`src/rtl/restador4bit_serial.sv`:
```
// restador4bit_serial: bit-serial subtractor, one full-subtractor cell plus a
// borrow flip-flop, LSB first, under a start/busy/done handshake.
// Optional feature macro: RESTADOR_OVF_EN adds the signed-overflow output ov.
module restador4bit_serial #(
    parameter int unsigned WIDTH = 4
) (
    input  logic             clk,
    input  logic             rst_n,
    input  logic             start,
    input  logic [WIDTH-1:0] xi,
    input  logic [WIDTH-1:0] yi,
    output logic [WIDTH-1:0] zi,
    output logic             bo,
    output logic             busy,
    output logic             done
`ifdef RESTADOR_OVF_EN
    ,
    output logic             ov
`endif
);

    localparam int unsigned CW = (WIDTH > 1) ? $clog2(WIDTH) : 1;

    typedef enum logic [1:0] {
        S_IDLE  = 2'd0,
        S_SHIFT = 2'd1,
        S_DONE  = 2'd2
    } state_t;

    state_t           r_state;
    state_t           w_state_nxt;

    logic [WIDTH-1:0] r_x;
    logic [WIDTH-1:0] r_y;
    logic [WIDTH-1:0] r_zi;
    logic [CW-1:0]    r_cnt;
    logic             r_b;
    logic             r_bo;
    logic             r_busy;
    logic             r_done;

    logic             w_accept;
    logic             w_shift;
    logic             w_last;
    logic             w_busy_nxt;
    logic             w_done_nxt;
    logic             w_d;
    logic             w_b_nxt;

    // State register
    always_ff @(posedge clk or negedge rst_n) begin
        if (!rst_n) begin
            r_state <= S_IDLE;
        end else begin
            r_state <= w_state_nxt;
        end
    end

    // Next-state logic: start is only honoured outside SHIFT
    always_comb begin
        w_state_nxt = r_state;
        case (r_state)
            S_IDLE:  if (start) w_state_nxt = S_SHIFT;
            S_SHIFT: if (r_cnt == CW'(WIDTH - 1)) w_state_nxt = S_DONE;
            S_DONE:  w_state_nxt = start ? S_SHIFT : S_IDLE;
            default: w_state_nxt = S_IDLE;
        endcase
    end

    // Output/control decode: datapath strobes and next values of busy/done
    always_comb begin
        w_accept   = 1'b0;
        w_shift    = 1'b0;
        w_last     = 1'b0;
        w_busy_nxt = (w_state_nxt == S_SHIFT);
        w_done_nxt = (w_state_nxt == S_DONE);
        case (r_state)
            S_IDLE:  w_accept = start;
            S_SHIFT: begin
                w_shift = 1'b1;
                w_last  = (r_cnt == CW'(WIDTH - 1));
            end
            S_DONE:  w_accept = start;
            default: ;
        endcase
    end

    // Full-subtractor cell on the current LSBs of the operand registers
    always_comb begin
        w_d     = r_x[0] ^ r_y[0] ^ r_b;
        w_b_nxt = (~r_x[0] & r_y[0]) | (~(r_x[0] ^ r_y[0]) & r_b);
    end

    // Operand shift registers, bit counter, borrow FF and result register
    always_ff @(posedge clk or negedge rst_n) begin
        if (!rst_n) begin
            r_x   <= '0;
            r_y   <= '0;
            r_zi  <= '0;
            r_cnt <= '0;
            r_b   <= 1'b0;
            r_bo  <= 1'b0;
        end else if (w_accept) begin
            r_x   <= xi;
            r_y   <= yi;
            r_zi  <= '0;
            r_cnt <= '0;
            r_b   <= 1'b0;
            r_bo  <= 1'b0;
        end else if (w_shift) begin
            r_x   <= {1'b0, r_x[WIDTH-1:1]};
            r_y   <= {1'b0, r_y[WIDTH-1:1]};
            r_zi  <= {w_d, r_zi[WIDTH-1:1]};
            r_cnt <= r_cnt + CW'(1);
            r_b   <= w_b_nxt;
            if (w_last) begin
                r_bo <= w_b_nxt;
            end
        end
    end

    // Registered handshake flags
    always_ff @(posedge clk or negedge rst_n) begin
        if (!rst_n) begin
            r_busy <= 1'b0;
            r_done <= 1'b0;
        end else begin
            r_busy <= w_busy_nxt;
            r_done <= w_done_nxt;
        end
    end

`ifdef RESTADOR_OVF_EN
    logic r_ov;

    // Signed overflow: operand signs differ and result sign differs from minuend
    always_ff @(posedge clk or negedge rst_n) begin
        if (!rst_n) begin
            r_ov <= 1'b0;
        end else if (w_accept) begin
            r_ov <= 1'b0;
        end else if (w_last) begin
            r_ov <= (r_x[0] ^ r_y[0]) & (w_d ^ r_x[0]);
        end
    end

    assign ov = r_ov;
`endif

    assign zi   = r_zi;
    assign bo   = r_bo;
    assign busy = r_busy;
    assign done = r_done;

endmodule

```
`config.mk`:
```
export PLATFORM = sky130hd
export DESIGN_NAME = restador4bit_serial
export DESIGN_NICKNAME = d
export VERILOG_FILES = /design/src/rtl/restador4bit_serial.sv
export SDC_FILE = /design/constraint.sdc
export NUM_CORES = 1
export LEC_CHECK = 0
export BUFFER_PORTS_ARGS = -buffer_cell sky130_fd_sc_hd__buf_4
export CORE_UTILIZATION = 40
export DETAILED_ROUTE_END_ITERATION = 10
export SLEW_MARGIN = 20
export SYNTH_ARGS = -nofsm -noshare
export SYNTH_HDL_FRONTEND = slang
export SYNTH_SLANG_ARGS = --single-unit
export TNS_END_PERCENT = 20
```
`constraint.sdc`:
```
create_clock -name clk -period 1.5 [get_ports clk]
set_input_delay 0.375 -clock clk [delete_from_list [all_inputs] [get_ports clk]]
set_output_delay 0.375 -clock clk [all_outputs]
set_load 0.05 [all_outputs]
```
==> metrics.md <==
| Metric | Value |
|---|---|
| Number of DRC markers in iteration 0 | `6` |
| Starting Density | `around 44%` |
| Worst-Margin Slew | `between 300 and 400 ps` |
| Number of max-capacitance violations reported | `0` |
| Core area | `approximately 2300 sq um` |
| HP Class | `in2reg` |
| Final setup viols | `0` |
| Pre-Repair DR Iteration Count | `4` |
| Upper clock frequency limit | `705 MHz` |
| Final net count | `115` |
| Combinational cell fraction of total power | `between 50% and 60%` |
| Area Overhead vs Synth | `20.2%` |
| Peak fanout along the critical path | `3` |
| Sum of negative setup slack | `0 ps` |
| Ordered cell list for the critical path | `inv_1 -> fa_2 -> nand2b_1 -> a32o_1` |
| Origin of the worst min-delay path | `xi[2]` |
| Vias | `676` |
| Number of routed nets with antenna violations | `0` |
| Count of inserted antenna diode cells | `0` |
| Total wirelength of the detailed-routed design | `1830 microns` |
| Total clock sinks | `20` |
| Syn nets | `91` |
| Number of hold violations in the final report | `0` |
| Clock transition at the register clock pins on the worst setup and hold paths after CTS | `110 ps` |
| H-Tree Level Count | `1` |
| Die height | `52.0 microns` |
| Share of the cycle needed by the critical path after routing | `94.5%` |
| Hold Crit Depth | `3` |
| Net switching component of the power | `around 1.1 mW` |
| Final Cell Area | `~1200 sq um` |
| Kind of cell adding the most delay to the critical path | `adder cells` |
| Register area share after synthesis | `50.0%` |
| Outcome | `complete, no violations` |
| Syn_area_per_cell | `~13 sq um` |
| Total number of cells along the worst setup path | `4` |
| Initial antenna violation count | `0` |
| Data required time at the worst endpoint | `1700 ps` |
| Number of placement rows | `17` |
| Number of distinct library cells after synthesis | `21` |
| Final max-slew violation count | `0` |
| Overall track demand over capacity in global routing | `15.9%` |
| Synth Instances | `78` |
| Area of the die | `2710 sq um` |
| Unrepaired setup endpoints after global routing | `false` |
| Clock Latency Late Sink | `290 ps` |
| Final HPWL DP | `1300 microns` |
| Element type at the critical path end | `flip-flop` |
| Via density per instance | `5.28` |
| Final Critical Period | `1420 ps` |
| Proportion of power drawn by flip-flops and latches | `39.7%` |
| Synth Warn # | `0` |
| Slowest library cell on the worst path | `fa_2` |
| GRT overflow | `0` |
| Vias in the first global route | `660` |
| RD Place Congestion | `approximately 0.71` |
| Area leader, netlist | `dfrtp_1` |
| Top cell type's share of synthesized area | `50.0%` |
| Relative slew slack | `78.4%` |
| Number of cells traversed by the worst register-to-register path | `4` |
| Top library cells by usage in the layout, fill and taps aside | `mux2i_1, buf_4, dfrtp_1, o2bb2ai_1, nand2b_1` |
| Syn Std Cell Area | `1000 sq um` |
| Count of state elements after synthesis | `20` |
| Placed cell areas | `1170 sq um` |
| Chip width | `52.0 microns` |
| Crit path largest cell delay | `approximately 560 ps` |
| Number of buffers and inverters on the critical path | `1` |
| Wire length of the first global-routing pass | `~3100 microns` |
| Cell-internal power | `approximately 1.4 mW` |
| Source of the critical timing path | `r_x[0]$_DFFE_PN0P_` |
| Source of the worst register-to-register timing path | `r_x[0]$_DFFE_PN0P_` |
| Port Buffers | `17` |
| Switch share | `around 43%` |
| Maximum number of pins on one net before global-route repair | `21` |
| Ratio of cells with drive above 1 in the final layout | `28.0%` |
| CTS Root Buffer Type | `clkbuf_4` |
| Leakage power total | `0.567 nW` |
| TritonCTS buffer count | `3` |
| Number of buffers between clock root and the deepest sink | `2` |
| Most common cell after layout, fill and taps aside | `mux2i_1` |
| Per-cell routed wire length | `between 10 and 15 microns` |
| CP Data Arrival Time | `roughly 1600 ps` |
| TritonCTS clock tree | `done` |
| Worst Setup Start Kind | `flip-flop` |
| Clock network fraction of design power | `roughly a tenth` |
| Type of the worst setup path | `reg2reg` |
| IO Count | `18` |
| Largest cells by area after synthesis | `dfrtp_1, mux2i_1, o2bb2ai_1, nand2b_1, buf_6` |
| Power density over cell area | `2050 nW/um^2` |
| Worst setup skew after layout | `5.49 ps` |
| Remaining design rule violation count | `0` |
| Maximum ir drop on the vdd rail | `1.17 mV` |
## final timing paths
check	end	slack, ps
worst max-delay path	zi[3]$_DFFE_PN0P_	80
worst min-delay path	r_x[2]$_DFFE_PN0P_	370
worst max register to register	zi[3]$_DFFE_PN0P_	80
worst min register to register	r_cnt[1]$_DFFE_PN0P_	530
max in group asynchronous	r_y[0]$_DFFE_PN0P_	810
min in group asynchronous	r_state[0]$_DFF_PN0_	480
## cell families (layout without fill, tap and decap cells)
logic type / count (synthesis) / in the layout / synth area share [%]
mux: 25 / 25 / 25.0
buf+inv: 7 / 29 / 4.75
compound gates: 12 / 12 / 9.75
fa+ha+maj: 2 / 2 / 3.25
simple gates: 11 / 11 / 6.37
xor+xnor: 1 / 1 / 0.875
flops: 20 / 20 / 50.0
## synth_stat cells, drive strengths merged
library cell and n:
a311o 1, nand3 2, nor3b 1, mux2i 25, dfrtp 20, nand2b 4, o31ai 2, buf 5
inv 2, xnor2 1, a32o 1, o21ai 2, fa 1, and4b 1, nor2 3, o2bb2ai 5
ha 1, a22o 1
## per-layer routing
metal	vias to the layer above	GRT usage [%]	share of wire (%)
met4	0	8.11	0.71
met2	11	21.4	43
li1	332	-	-
met5	-	0	0
met3	2	2.63	3.0
met1	331	23.9	53
## registers in the layout, summed over array words and instances, names as in the netlist
register  count
r_y           4
bo            1
r_cnt         2
done          1
r_x           4
r_b           1
r_state       2
zi            4
busy          1
## area by class of cell
| type | instances | area [sq um] |
|---|---|---|
| Fill cell | 209 | 1070 |
| Clock buffer | 3 | 22.5 |
| Tap cell | 28 | 35.0 |
| Sequential cell | 20 | 500 |
| Inverter | 2 | 7.51 |
| Timing Repair Buffer | 24 | 183 |
| Multi-Input combinational cell | 51 | 455 |
## metrics by stage
stage               util (%)  hold slack (ps)  setup slack, ps  cells  power [mW]
floorplan                  -             79.4              115     78        1.87
global placement        51.3              273             80.8    124        2.19
detailed placement      51.3              276             39.9    124        2.24
CTS                     52.8              357             13.1    128        2.49
global route            52.9              354             21.0    128        2.65
finish                  52.9              366             82.1    128        2.47
## power groups by stage
stage | logic, mW | registers, mW | clock network, mW
3_5_place_dp | 1.25 | 0.989 | 0
5_1_grt | 1.35 | 1.02 | 0.279
3_3_place_gp | 1.21 | 0.985 | 0
2_1_floorplan | 0.679 | 1.19 | 0
6_report | 1.24 | 0.981 | 0.253
4_1_cts | 1.25 | 0.981 | 0.263
## worst register-to-register path, stage by stage (launching register included)
cell,delay [ps]
dfrtp_1,380
inv_1,70
fa_2,560
nand2b_1,60
a32o_1,250
## timing repair
item,in CTS,in global routing
gates resized for setup,0,1
endpoints found under the hold margin,20,0
setup buffers,0,0
hold buffers,1,0
setup endpoints to repair,0,1
Power figures use the tool's default switching activity.
